## src/rtl/col_ram_scanner.sv

```systemverilog
// Column-RAM scanner: snapshots the packed column words at frame start and streams every
// cell colour in index order (row*NUM_COLS + col) over valid/ready, plus a registered random read.
module col_ram_scanner #(
    parameter int                 NUM_COLS    = 13,
    parameter int                 ROWS        = 4,
    parameter int                 COLOR_W     = 3,
    parameter int                 SEL_W       = 6,
    parameter logic [COLOR_W-1:0] BLANK_COLOR = '1
) (
    input  logic                              clk,
    input  logic                              rst_n,
    input  logic [NUM_COLS*ROWS*COLOR_W-1:0]  col_words,
    input  logic                              start,
    output logic                              busy,
    output logic                              pix_valid,
    input  logic                              pix_ready,
    output logic [SEL_W-1:0]                  pix_idx,
    output logic [COLOR_W-1:0]                pix_color,
    output logic                              pix_last,
    output logic                              frame_done,
    input  logic                              rd_en,
    input  logic [SEL_W-1:0]                  rd_sel,
    output logic                              rd_valid,
    output logic [COLOR_W-1:0]                rd_color,
    output logic                              rd_oob
);
    localparam int NUM_CELLS = NUM_COLS * ROWS;
    localparam int WORD_W    = ROWS * COLOR_W;
    localparam int COL_W     = (NUM_COLS > 1) ? $clog2(NUM_COLS) : 1;
    localparam int ROW_W     = (ROWS > 1) ? $clog2(ROWS) : 1;
    localparam logic [COL_W-1:0] LAST_COL = COL_W'(NUM_COLS - 1);
    localparam logic [SEL_W-1:0] LAST_IDX = SEL_W'(NUM_CELLS - 1);

    typedef enum logic [1:0] {IDLE, LOAD, SCAN, DONE} state_t;

    state_t                     r_state;
    state_t                     w_next_state;
    logic [NUM_COLS*WORD_W-1:0] r_snap;
    logic [COL_W-1:0]           r_col;
    logic [ROW_W-1:0]           r_row;
    logic [SEL_W-1:0]           r_idx;
    logic                       r_frame_done;
    logic                       r_rd_valid;
    logic                       r_rd_oob;
    logic [COLOR_W-1:0]         r_rd_color;
    logic                       w_load;
    logic                       w_xfer;
    logic                       w_last;
    logic                       w_oob;
    logic [COLOR_W-1:0]         w_snap_cell [NUM_COLS][ROWS];
    logic [COLOR_W-1:0]         w_live_cell [2**SEL_W];

    for (genvar c = 0; c < NUM_COLS; c++) begin : g_col
        for (genvar r = 0; r < ROWS; r++) begin : g_row
            assign w_snap_cell[c][r] = r_snap[c*WORD_W + r*COLOR_W +: COLOR_W];
        end
    end

    // Live cells laid out by cell index over the whole select range; unused indices read blank.
    for (genvar i = 0; i < 2**SEL_W; i++) begin : g_live
        if (i < NUM_CELLS) begin : g_in
            assign w_live_cell[i] = col_words[(i % NUM_COLS)*WORD_W + (i / NUM_COLS)*COLOR_W +: COLOR_W];
        end else begin : g_out
            assign w_live_cell[i] = BLANK_COLOR;
        end
    end

    assign w_last = (r_idx == LAST_IDX);
    assign w_oob  = ({1'b0, rd_sel} >= (SEL_W+1)'(NUM_CELLS));

    always_ff @(posedge clk or negedge rst_n) begin
        if (!rst_n) begin
            r_state <= IDLE;
        end else begin
            // NOTE: non-blocking so every flop samples pre-edge values regardless of block order.
            r_state <= w_next_state;
        end
    end

    always_comb begin
        // NOTE: every output gets a default first so no path leaves one unassigned (no latch).
        w_next_state = r_state;
        w_load       = 1'b0;
        w_xfer       = 1'b0;
        case (r_state)
            IDLE: if (start) w_next_state = LOAD;
            LOAD: begin
                w_load       = 1'b1;
                w_next_state = SCAN;
            end
            SCAN: if (pix_ready) begin
                w_xfer = 1'b1;
                if (w_last) w_next_state = DONE;
            end
            DONE:    w_next_state = IDLE;
            default: w_next_state = IDLE;
        endcase
    end

    // Row/column counter pair tracks the index so no divider is needed on the scan path.
    always_ff @(posedge clk or negedge rst_n) begin
        if (!rst_n) begin
            r_snap       <= '0;
            r_col        <= '0;
            r_row        <= '0;
            r_idx        <= '0;
            r_frame_done <= 1'b0;
        end else begin
            r_frame_done <= (r_state == DONE);
            if (w_load) begin
                r_snap <= col_words;
                r_col  <= '0;
                r_row  <= '0;
                r_idx  <= '0;
            end else if (w_xfer) begin
                if (w_last) begin
                    r_col <= '0;
                    r_row <= '0;
                    r_idx <= '0;
                end else begin
                    r_idx <= r_idx + SEL_W'(1);
                    if (r_col == LAST_COL) begin
                        r_col <= '0;
                        r_row <= r_row + ROW_W'(1);
                    end else begin
                        r_col <= r_col + COL_W'(1);
                    end
                end
            end
        end
    end

    always_ff @(posedge clk or negedge rst_n) begin
        if (!rst_n) begin
            r_rd_valid <= 1'b0;
            r_rd_oob   <= 1'b0;
            r_rd_color <= '0;
        end else begin
            r_rd_valid <= rd_en;
            if (rd_en) begin
                r_rd_oob   <= w_oob;
                r_rd_color <= w_live_cell[rd_sel];
            end
        end
    end

    assign busy       = (r_state != IDLE);
    assign pix_valid  = (r_state == SCAN);
    assign pix_idx    = r_idx;
    assign pix_color  = w_snap_cell[r_col][r_row];
    assign pix_last   = w_last;
    assign frame_done = r_frame_done;
    assign rd_valid   = r_rd_valid;
    assign rd_color   = r_rd_color;
    assign rd_oob     = r_rd_oob;

endmodule
```

## config.mk

```make
export PLATFORM = sky130hd
export DESIGN_NAME = col_ram_scanner
export DESIGN_NICKNAME = d
export VERILOG_FILES = /design/src/rtl/col_ram_scanner.sv
export SDC_FILE = /design/constraint.sdc
export NUM_CORES = 1
export LEC_CHECK = 0
export BUFFER_PORTS_ARGS = -buffer_cell sky130_fd_sc_hd__buf_2
export CAP_MARGIN = 5
export CORE_MARGIN = 3
export CORE_UTILIZATION = 45
export CTS_CLUSTER_SIZE = 40
export DETAILED_ROUTE_END_ITERATION = 10
export PLACE_DENSITY = 0.67
export SETUP_SLACK_MARGIN = 0.15
export SLEW_MARGIN = 10
export SYNTH_ARGS = -nofsm -noshare
export SYNTH_HDL_FRONTEND = slang
export SYNTH_SLANG_ARGS = --single-unit
```

## constraint.sdc

```tcl
create_clock -name clk -period 3.45 [get_ports clk]
set_input_delay 0.5175 -clock clk [delete_from_list [all_inputs] [get_ports clk]]
set_output_delay 0.5175 -clock clk [all_outputs]
set_load 0.03 [all_outputs]
```

* Word level (Yosys, flattened, before mapping) *
Cells that the tools add are included.

operators by class
  eq/ne operators = 8
  reductions and logical operators = 6
  order comparisons = 4
  bitwise logic cells = 3
  add/subtract/negate cells = 3
  muxes and demuxes = 27

operator list
  cell                                            number
  binary-select mux 12 bit (select 4 bit)         1
  two-way mux 12 bit                              2
  binary-select mux 3 bit (select 6 bit)          1
  two-way mux 6 bit                               3
  two-way mux 4 bit                               4
  two-way mux 2 bit                               7
  two-way mux 3 bit                               4
  one-hot mux 2 bit (4 select lines)              1
  >= comparator 7 bit (second input constant)     1
  inverter 6 -> 7 bit                             1
  adder 6 x 1 -> 6 bit (second input constant)    1
  binary-select mux 3 bit (select 2 bit)          1
  equality test 6 bit (second input constant)     1
  >= comparator 6 bit (second input constant)     1
  >= comparator 5 bit (second input constant)     1
  inverter 4 -> 5 bit                             1
  adder 4 x 1 -> 4 bit (second input constant)    1
  equality test 2 bit (second input constant)     2
  equality test 4 bit (second input constant)     1
  != test 2 x 1 -> 1 bit (second input constant)  2
  nonzero test 2 bit                              2
  >= comparator 3 bit (second input constant)     1
  two-way mux 1 bit                               3
  inverter 2 -> 3 bit                             1
  7 further kinds                                 7

storage, ports and cells
  input bits = 167
  output and inout bits = 18
  bits in registers = 176
  word-level logic and storage cells = 60

* Longest topological paths before layout *
  word-level depth = 7
  gate-level depth with buffers = 10
  depth with buffers taken out = 7

* Least setup slack after synthesis *
Ideal clock, no wire load.

  path kind = reg2out
  from = register r_col[0]
  to = output port pix_color[2]
  required time = 2.932 ns
  arrival = 1.919 ns
  path slack = 1.014 ns
  stages on the path, launching flop included = 8
  buffers on the path = 2
  cell sequence = dfrtp_1 buf_6 buf_12 and2b_2 or4b_1 o311ai_0 a31oi_1 a21oi_1

on the way
  word-level cells in the longest chain between the ends = 7

RTL lines
  element                                                RTL line  text
  start: declaration                                     39        logic [COL_W-1:0] r_col;
  start signal: assignment                               126       r_col <= r_col + COL_W'(1);
  inverter 4 -> 5 bit (not written as such)              150       assign pix_color = w_snap_cell[r_col][r_row];
  binary-select mux 12 bit (select 4 bit)                150
  two-way mux 12 bit (not written as such) (2 in a row)  150
  binary-select mux 3 bit (select 2 bit)                 150
  two-way mux 3 bit (not written as such) (2 in a row)   150
  end: declaration                                       18        output logic [COLOR_W-1:0] pix_color,

No other way between the ends. The select of a mux whose other input is x is not followed.

* Worst setup path in the final report *
  from = register r_col[0]
  to = output port pix_color[0]

Same word-level chain as after synthesis.

==> flow_metrics.tcl <==
set metrics [dict create \
    powerDensity_mw_per_mm2 811 \
    critical_path_required_ns 2.93 \
    slew_viol_final 0 \
    synth_fa_ha_area_share_pct 1.05 \
    drc 0 \
    p_leak_nw 4.77 \
    final_cell_area_mm2 0.0113 \
    r2r-start "r_state[1]$_DFFE_PN0P_" \
    finalCriticalPeriod_ns 3.21 \
    fmax_ghz 0.312 \
    seq_area_frac_synth_pct 46.0 \
    grt_max_degree 84 \
    die_w_um 152 \
    dp_hpwl_mm 20.1 \
    core_mm2 0.0206 \
    die_y_um 152 \
    cts_max_level 4 \
    synth_top_family_by_area "multiplexers" \
    dieArea_mm2 0.0231 \
    async_reset_ff_share_pct 100 \
    ys_warn_count 0 \
    numCtsBuffers 17 \
    clk_pin_slew_ns 0.07 \
    drt_iter0_drc 602 \
    firstDrtPassIters 4 \
    avgSynthCellArea_um2 13.7 \
    muxShareOfSynthArea_pct 37.2 \
    critPathSlowestCell "mux4_1" \
    antenna_found_initial 0 \
    post_drt_wl_per_cell_um 23.7 \
    dp_slack_ns 0.690 \
    gp_congestion 0.884 \
    wl_mm 27.1 \
    path_depth 7 \
    rr_endpoint "r_snap[26]$_DFFE_PN0P_" \
    grt_pass1_wl_mm 41.8 \
    path_cells "buf_4 > mux4_1 > a22oi_1 > o21ai_0 > nand2b_1 > nand4_1 > buf_2" \
    vdd_ir_drop_max_uv 460 \
    post_cts_resized 0 \
    arrival_ns 2.69 \
    max_cap_viol_count 0 \
    finalSetupViolCount 0 \
    startpoint_type "flip-flop" \
    layout-drive-gt1-share_pct 52.1 \
    yosys.area.top_type "dfrtp_1" \
    root_buffer "clkbuf_16" \
    worstMarginPinSlew_ns 0.881 \
    cts.sinks 176 \
    setup_ws_ns 0.241 \
    clk_latency_ns 0.43 \
    hp-class "in -> async" \
    clock_path_buffers 2 \
    grt_usage_pct 23.3 \
    num-nets-final 1037 \
    netlist_area_mm2 0.00957 \
    rsz0062_at_grt "no" \
    endpoint_kind "output pin" \
    clock_skew_ns 0.00771 \
    antennaDiodeCount 0 \
    r2r_cells 4 \
    synthTopCellsByCount "176 x dfrtp_1, 173 x mux2_2, 44 x mux4_2" \
    vias 6909 \
    synth.most_common_cell "dfrtp_1" \
    synthTopCellsByArea "dfrtp_1 46%, mux2_2 20%, mux4_2 10%, mux2i_1 4.0%, mux4_1 2.5%" \
    finalHoldViolCount 0 \
    num_io_pins 185 \
    finalCritPeriodShare_pct 93.0 \
    cts_tree "built" \
    ys_ff_latch 176 \
    portBuffers 184 \
    overflow 0 \
    synth-edff-count 0 \
    synth_compound_area_share_pct 6.44 \
    grt_pass1_vias 7055 \
    vias_per_cell 6.03 \
    cts_setup_buffers 0 \
    status "completed" \
    area_delta_synth_final_pct 18.2 \
    synth.top_cell.area_share_pct 46.0 \
    cp_top_family "multiplexers" \
    yosys_most_used_dff "dfrtp_1" \
    slew-limit-headroom_pct 41.2 \
    setup.worst_path.class "reg -> out" \
    setup_tns_ns 0 \
    synth_xor_area_share_pct 0.0915 \
    synth-simple-area-share_pct 5.46 \
    regToRegSetupSlack_ns 1.32 \
    start_util_pct 46.6 \
    yosysUniqueCellTypes 55 \
    dpl-instance-area_mm2 0.0107 \
    final_antenna_net_count 0 \
    syn_inst 700 \
    cts_hold_buf 0 \
    rows 52 \
    critPathBufInv 2 \
    synth_nets 875 \
    cp_max_fo 11 \
    cp_slowest_stage_delay_ns 0.58 \
]
-- sequential cells by signal (all words and copies together), names as in the netlist --
| signal | count |
|---|---|
| rd_color | 3 |
| rd_oob | 1 |
| r_state | 2 |
| frame_done | 1 |
| r_row | 2 |
| r_snap | 156 |
| r_col | 4 |
| pix_idx | 6 |
| rd_valid | 1 |
-- kinds of logic (layout without fill, tap and decap cells) --
family / Yosys count / in the layout
buffers and inverters: 67 / 242
DFF: 176 / 176
and+or+nand+nor: 101 / 101
muxes: 264 / 264
xor gates and xnor gates: 1 / 1
adders and majority gates: 8 / 8
AOI/OAI and AO/OA: 83 / 83
-- power breakdown --
group / total, mW / switching [mW] / internal, mW
sequential: 3.74 / 0.667 / 3.07
combinational: 3.54 / 1.50 / 2.04
clock: 1.90 / 0.832 / 1.06
-- stage by stage --
stage               hold WS (ns)  instances  util, %  power (mW)
floorplan                  0.222        700        -        6.27
finish                     0.150       1145     55.0        9.17
CTS                        0.177       1145     55.0        9.18
detailed placement         0.488       1113     52.2        7.26
global placement           0.483       1113     52.2        7.19
global route               0.207       1145     55.0        9.63
-- worst max-delay path by stage --
stage,startpoint,end,slack [ns]
after detailed placement,r_col[0]$_DFFE_PN0P_,pix_color[1],0.69
final,r_col[0]$_DFFE_PN0P_,pix_color[0],0.24
after global routing,r_col[0]$_DFFE_PN0P_,pix_color[2],0.15
after floorplan,r_col[0]$_DFFE_PN0P_,pix_color[2],1.01
after CTS,r_col[0]$_DFFE_PN0P_,pix_color[1],0.23
after global placement,r_col[0]$_DFFE_PN0P_,pix_color[2],0.70
-- area by class of cell --
| class | count | area (um^2) |
|---|---|---|
| Fill cell | 1738 | 9250 |
| Clock inverter | 14 | 141 |
| Multi-Input combinational cell | 457 | 4830 |
| Clock buffer | 18 | 429 |
| Timing Repair Buffer | 200 | 1130 |
| Sequential cell | 176 | 4410 |
| Inverter | 10 | 37.5 |
| Tap cell | 270 | 338 |
-- worst reg2reg max path: stages (launching register included) --
cell	delay (ns)
dfrtp_1	0.41
inv_1	0.13
ha_4	0.63
buf_12	0.39
mux2_2	0.46
-- layout by cell type, fill, tap and decap left out, types with 3 or more instances in the layout --
cell	count
a21oi_1	14
a221oi_1	4
a22oi_1	8
a2bb2oi_1	10
a31oi_1	6
buf_12	6
buf_2	181
buf_4	11
clkbuf_16	17
clkinv_2	5
clkinvlp_4	4
dfrtp_1	175
ha_1	7
inv_1	9
mux2_2	173
mux2i_1	38
mux4_1	9
mux4_2	44
nand2_1	21
nand2b_1	8
nand3_1	21
nand4_1	5
nor2_1	19
nor2b_1	5
nor3_1	5
o2111ai_1	8
o21ai_0	9
o221ai_1	8
or3_1	3
-- metal layers --
| metal | vias to the layer above | GRT usage (%) | wire [um] | part of all wire, % |
|---|---|---|---|---|
| met5 | - | 0 | 0 | 0 |
| met4 | 0 | 6.29 | 563 | 2.1 |
| met3 | 31 | 4.38 | 1610 | 5.9 |
| met2 | 260 | 34.8 | 12400 | 46 |
| met1 | 3591 | 35.1 | 12500 | 46 |
| li1 | 3027 | - | - | - |
No activity file was read; power rests on OpenSTA's default activity.
